$ cat src/rtl/pixel_sink.sv
// rtl/pixel_sink.sv - pixel stream to 1-bit framebuffer plotter with display row-read port
// Build option: define PIXEL_XOR_EN to plot with XOR instead of OR.
module pixel_sink #(
    parameter int FB_W       = 32,
    parameter int FB_H       = 32,
    parameter int FIFO_DEPTH = 8
) (
    input  logic                    clk,
    input  logic                    rst,
    input  logic                    pix_valid,
    input  logic [7:0]              pix_x,
    input  logic [7:0]              pix_y,
    input  logic                    line_done,
    input  logic                    clear,
    input  logic [$clog2(FB_H)-1:0] rd_row,
    output logic [FB_W-1:0]         rd_data,
    output logic                    busy,
    output logic                    drained,
    output logic                    overflow,
    output logic [7:0]              clip_cnt
);
    localparam int XW = $clog2(FB_W);
    localparam int YW = $clog2(FB_H);
    localparam int PW = $clog2(FIFO_DEPTH);
    localparam int EW = XW + YW;
    localparam logic [8:0]  X_LIM    = 9'(FB_W);
    localparam logic [8:0]  Y_LIM    = 9'(FB_H);
    localparam logic [PW:0] CNT_FULL = (PW+1)'(FIFO_DEPTH);
    localparam logic [YW-1:0] LAST_ROW = YW'(FB_H - 1);

    typedef enum logic [1:0] {IDLE, RD, WR, CLR} state_t;

    state_t          state;
    logic [FB_W-1:0] fb [FB_H];
    logic [FB_W-1:0] word;
    logic [XW-1:0]   px;
    logic [YW-1:0]   py;
    logic [YW-1:0]   clr_row;
    logic            clear_pending;
    logic            done_seen;

    logic [EW-1:0]   fifo_mem [FIFO_DEPTH];
    logic [PW-1:0]   wr_ptr;
    logic [PW-1:0]   rd_ptr;
    logic [PW:0]     count;

    logic            fifo_empty, fifo_full, go_clr, pop, in_range, intake, push;
    logic [XW-1:0]   head_x;
    logic [YW-1:0]   head_y;
    logic [FB_W-1:0] mask, plotted;

    always_comb begin
        fifo_empty       = (count == '0);
        fifo_full        = (count == CNT_FULL);
        go_clr           = clear_pending && (state == IDLE || state == WR);
        pop              = !go_clr && !fifo_empty && (state == IDLE || state == WR);
        // Range check uses the full 8-bit coordinates, before truncation to index width.
        in_range         = ({1'b0, pix_x} < X_LIM) && ({1'b0, pix_y} < Y_LIM);
        intake           = pix_valid && (state != CLR) && !go_clr;
        push             = intake && in_range && !fifo_full;
        {head_x, head_y} = fifo_mem[rd_ptr];
        mask             = {{(FB_W-1){1'b0}}, 1'b1} << px;
`ifdef PIXEL_XOR_EN
        plotted          = word ^ mask;
`else
        plotted          = word | mask;
`endif
    end

    assign busy    = !fifo_empty || (state != IDLE);
    assign drained = done_seen && fifo_empty && (state == IDLE);

    always_ff @(posedge clk) begin
        if (push) fifo_mem[wr_ptr] <= {pix_x[XW-1:0], pix_y[YW-1:0]};
    end

    always_ff @(posedge clk or posedge rst) begin
        if (rst) begin
            wr_ptr   <= '0;
            rd_ptr   <= '0;
            count    <= '0;
            overflow <= 1'b0;
            clip_cnt <= 8'd0;
        end else if (go_clr) begin
            wr_ptr   <= '0;
            rd_ptr   <= '0;
            count    <= '0;
            overflow <= 1'b0;
            clip_cnt <= 8'd0;
        end else begin
            if (push) wr_ptr <= wr_ptr + 1'b1;
            if (pop)  rd_ptr <= rd_ptr + 1'b1;
            case ({push, pop})
                2'b10:   count <= count + 1'b1;
                2'b01:   count <= count - 1'b1;
                default: count <= count;
            endcase
            if (intake && !in_range && clip_cnt != 8'hFF) clip_cnt <= clip_cnt + 8'd1;
            if (intake && in_range && fifo_full) overflow <= 1'b1;
        end
    end

    always_ff @(posedge clk or posedge rst) begin
        if (rst) begin
            state         <= IDLE;
            clear_pending <= 1'b0;
            done_seen     <= 1'b0;
            word          <= '0;
            px            <= '0;
            py            <= '0;
            clr_row       <= '0;
            rd_data       <= '0;
            for (int i = 0; i < FB_H; i++) fb[i] <= '0;
        end else begin
            rd_data <= fb[rd_row];

            if (go_clr)                         clear_pending <= 1'b0;
            else if (clear && state != CLR)     clear_pending <= 1'b1;

            if (go_clr)         done_seen <= 1'b0;
            else if (line_done) done_seen <= 1'b1;
            else if (drained)   done_seen <= 1'b0;

            case (state)
                IDLE: begin
                    if (go_clr) begin
                        state   <= CLR;
                        clr_row <= '0;
                    end else if (pop) begin
                        px    <= head_x;
                        py    <= head_y;
                        state <= RD;
                    end
                end
                RD: begin
                    word  <= fb[py];
                    state <= WR;
                end
                WR: begin
                    // The write lands before any following RD, so same-row pixels stay coherent.
                    fb[py] <= plotted;
                    if (go_clr) begin
                        state   <= CLR;
                        clr_row <= '0;
                    end else if (pop) begin
                        px    <= head_x;
                        py    <= head_y;
                        state <= RD;
                    end else begin
                        state <= IDLE;
                    end
                end
                CLR: begin
                    fb[clr_row] <= '0;
                    clr_row     <= clr_row + 1'b1;
                    if (clr_row == LAST_ROW) state <= IDLE;
                end
                default: state <= IDLE;
            endcase
        end
    end
endmodule

$ cat config.mk
export PLATFORM = sky130hd
export DESIGN_NAME = pixel_sink
export DESIGN_NICKNAME = d
export VERILOG_FILES = /design/src/rtl/pixel_sink.sv
export SDC_FILE = /design/constraint.sdc
export NUM_CORES = 2
export LEC_CHECK = 0
export CORE_UTILIZATION = 45
export CTS_CLUSTER_SIZE = 16
export DETAILED_ROUTE_END_ITERATION = 7
export HOLD_SLACK_MARGIN = 0.15
export PLACE_DENSITY_LB_ADDON = 0.2
export SYNTH_ARGS = -nofsm -noshare
export SYNTH_HDL_FRONTEND = slang
export SYNTH_SLANG_ARGS = --single-unit
$ cat constraint.sdc
create_clock -name clk -period 33.5 [get_ports clk]
set_input_delay 3.35 -clock clk [delete_from_list [all_inputs] [get_ports clk]]
set_output_delay 3.35 -clock clk [all_outputs]
set_load 0.01 [all_outputs]
==> impl_metrics.ini <==
[synth]
synth_commonest_cells = dfrtp_1, o2bb2ai_1, mux4_2, nand2_1, clkbuf_1
synth_top_area_share_pct = 47.3
ys_types = 64
yosysMostFrequentCell = dfrtp_1
synth-seq-cells = 1206
synthAdderAreaFrac_pct = 0.210
ys_warn_count = 0
synth_seq_area_share_pct = 51.4
synth-compound-area-share_pct = 17.2
ys_top_cells_by_area = dfrtp_1, mux4_2, o2bb2ai_1
synth_fp_nets = 4328
synth_edf_count = 80
synth_top_family_by_area = multiplexers
async_flop_share_pct = 93.4
synthSimpleGateAreaFrac_pct = 3.78
syn-mean-instance-area_um2 = 13.9
synthXorXnorAreaFrac_pct = 0.147
syn_inst = 4292
synth.area.mux_share_pct = 23.5
synth_area_um2 = 59500
synth_top_cell_by_area = dfrtp_1
yosys_most_used_dff = dfrtp_1

[grt]
grt_overflow = 0
grt_pass1_wl_um = 328000
antenna_found_initial = 5
grtUsageTotal_pct = 34.9
grt_pass1_vias = 43379
grt_max_degree = 161

[cts]
clock_latency_ps = 790
cts_htree_levels = 4
cts_hold_buf = 0
postCtsResizedCells = 0
tritoncts = yes
cts_setup_buffers = 0
cts_buffers = 135
clk_pin_slew_ps = 50
cts.path.max_buffers = 3
clock_sinks = 1206
root_buffer = clkbuf_16

[layout]
drive_gt1_share_pct = 25.3
regArea_um2 = 30600
fillerInstances = 10968
multi_input_area_um2 = 27100
nets = 4192
syn2layout_area_growth_pct = 11.8
finish.utilization_pct = 50.7

[die]
start_util_pct = 45.3
coreArea_um2 = 131000
die_h_um = 366
die_w_um = 366
rows = 133
dieArea_um2 = 134000
num_io_pins = 69

[job]
drv_cap = 0

[routing]
vias = 43786
routed_via_density = 7.28
totalWireLength_um = 230000
ant_nets = 0
drc_errors = 0
drtIter0Drc = 5884
firstDrtPassIters = 5
wire_per_inst_um = 38.2

[placed_design]
dp_hpwl_um = 120000
io_buffers = 68
gp_congestion = 0.859
place_ws_ps = 25270

[sta]
slew_headroom_pct = 17.3
finalHoldViolations = 0
worst_pin_slew_ps = 1240
max_clock_freq_mhz = 136
rsz0062_at_grt = no
finalCriticalPeriod_ps = 7330
final.setup_skew_ps = 39.5
worst_slack_ps = 26170
setup_viol = 0
finalMaxSlewViolations = 0
fin_setup_tns_ps = 0
post-route-period-util_pct = 21.9

[worst_setup_path]
path_class = in2async
regToRegStartpoint = py[0]
startpoint = rst
endpoint_kind = asynchronous set/reset pin
worst_ep_required_time_ps = 34210
cp-start-kind = input port
worstRegToRegCells = 7
r2r_setup_slack_ps = 28340
worst-endpoint-arrival_ps = 8040
r2r-end = word[4]
crit_end = fb[526]
path_max_fanout = 160

[power_and_ir_drop]
power.density_nw_per_um2 = 83.7
peakVddDrop_mv = 0.0695
power.total_mw = 5.57
leakagePower_nw = 26.4

[status]
status = completed

[min_path]
hold_path.class = reg2reg
hold_depth = 2
## metal layers
| metal | track usage (%) | share of wire (%) | wire (um) | vias to the layer above |
|---|---|---|---|---|
| li1 | - | - | - | 16870 |
| met5 | 0 | 0.017 | 38 | - |
| met1 | 47.1 | 38 | 87900 | 23081 |
| met4 | 17.6 | 5.9 | 13400 | 6 |
| met3 | 11.6 | 12 | 28600 | 728 |
| met2 | 50.4 | 43 | 99600 | 3101 |
## cell families after synthesis
family / count (synthesis)
AOI/OAI and AO/OA: 1325
DFF: 1206
muxes: 721
and+or+nand+nor: 516
buffers and inverters: 504
xor gates and xnor gates: 10
adders and majority gates: 10
## power breakdown
| group | internal, mW | switching [mW] | total [mW] |
|---|---|---|---|
| Clock | 0.942 | 0.634 | 1.58 |
| Sequential | 1.80 | 0.307 | 2.11 |
| Combinational | 0.775 | 1.11 | 1.88 |
## worst min-delay path by stage
stage	startpoint	endpoint	slack, ps
5_1_grt	fb[273]	fb[273]	510
4_1_cts	fb[987]	fb[987]	500
3_5_place_dp	fb[23]	fb[23]	490
3_3_place_gp	fb[85]	fb[85]	480
6_report	fb[25]	fb[25]	500
2_1_floorplan	word[10]	word[10]	450
## area by class of cell
class	count	area share [%]
Timing Repair Buffer	222	2.88
Tap cell	1755	3.30
Inverter	9	0.0564
Antenna cell	2	0.00752
Clock inverter	57	1.19
Multi-Input combinational cell	2582	40.8
Clock buffer	178	5.80
Sequential cell	1206	46.0
## worst max-delay path: stages
cell	delay (ps)
clkdlybuf4s50_1	440
clkinvlp_4	80
buf_4	710
buf_12	680
buf_4	700
buf_4	860
buf_4	920
## sequential cells by signal, indices dropped and copies added (netlist names)
register / flops
clear_pending: 1
clip_cnt: 8
clr_row: 5
count: 4
done_seen: 1
fb: 1024
fifo_mem: 80
overflow: 1
px: 5
py: 5
rd_data: 32
rd_ptr: 3
state: 2
word: 32
wr_ptr: 3
## placed cells by master, fill, tap and decap left out, drive strengths merged, types with 16 or more instances in the layout
master and n:
nor2 54, a22oi 16, clkdlybuf4s50 63, mux2 35
mux4 538, bufinv 17, o21ai 233, mux2i 148
buf 159, a2111oi 19, o22ai 80, a211o 19
edfxtp 80, a22o 19, dfrtp 1126, o2bb2ai 833
clkbuf 178, nand3 16, clkinv 30, a21oi 59
nor3 32, nand2 345
## through the flow
stage | instances | hold slack (ps) | area [um2]
6_report | 6011 | 501 | 66500
2_1_floorplan | 4292 | 451 | 59500
3_3_place_gp | 5774 | 477 | 61900
5_1_grt | 6009 | 515 | 66500
4_1_cts | 6009 | 502 | 66500
3_5_place_dp | 5774 | 488 | 61900
Power figures use the tool's default switching activity.
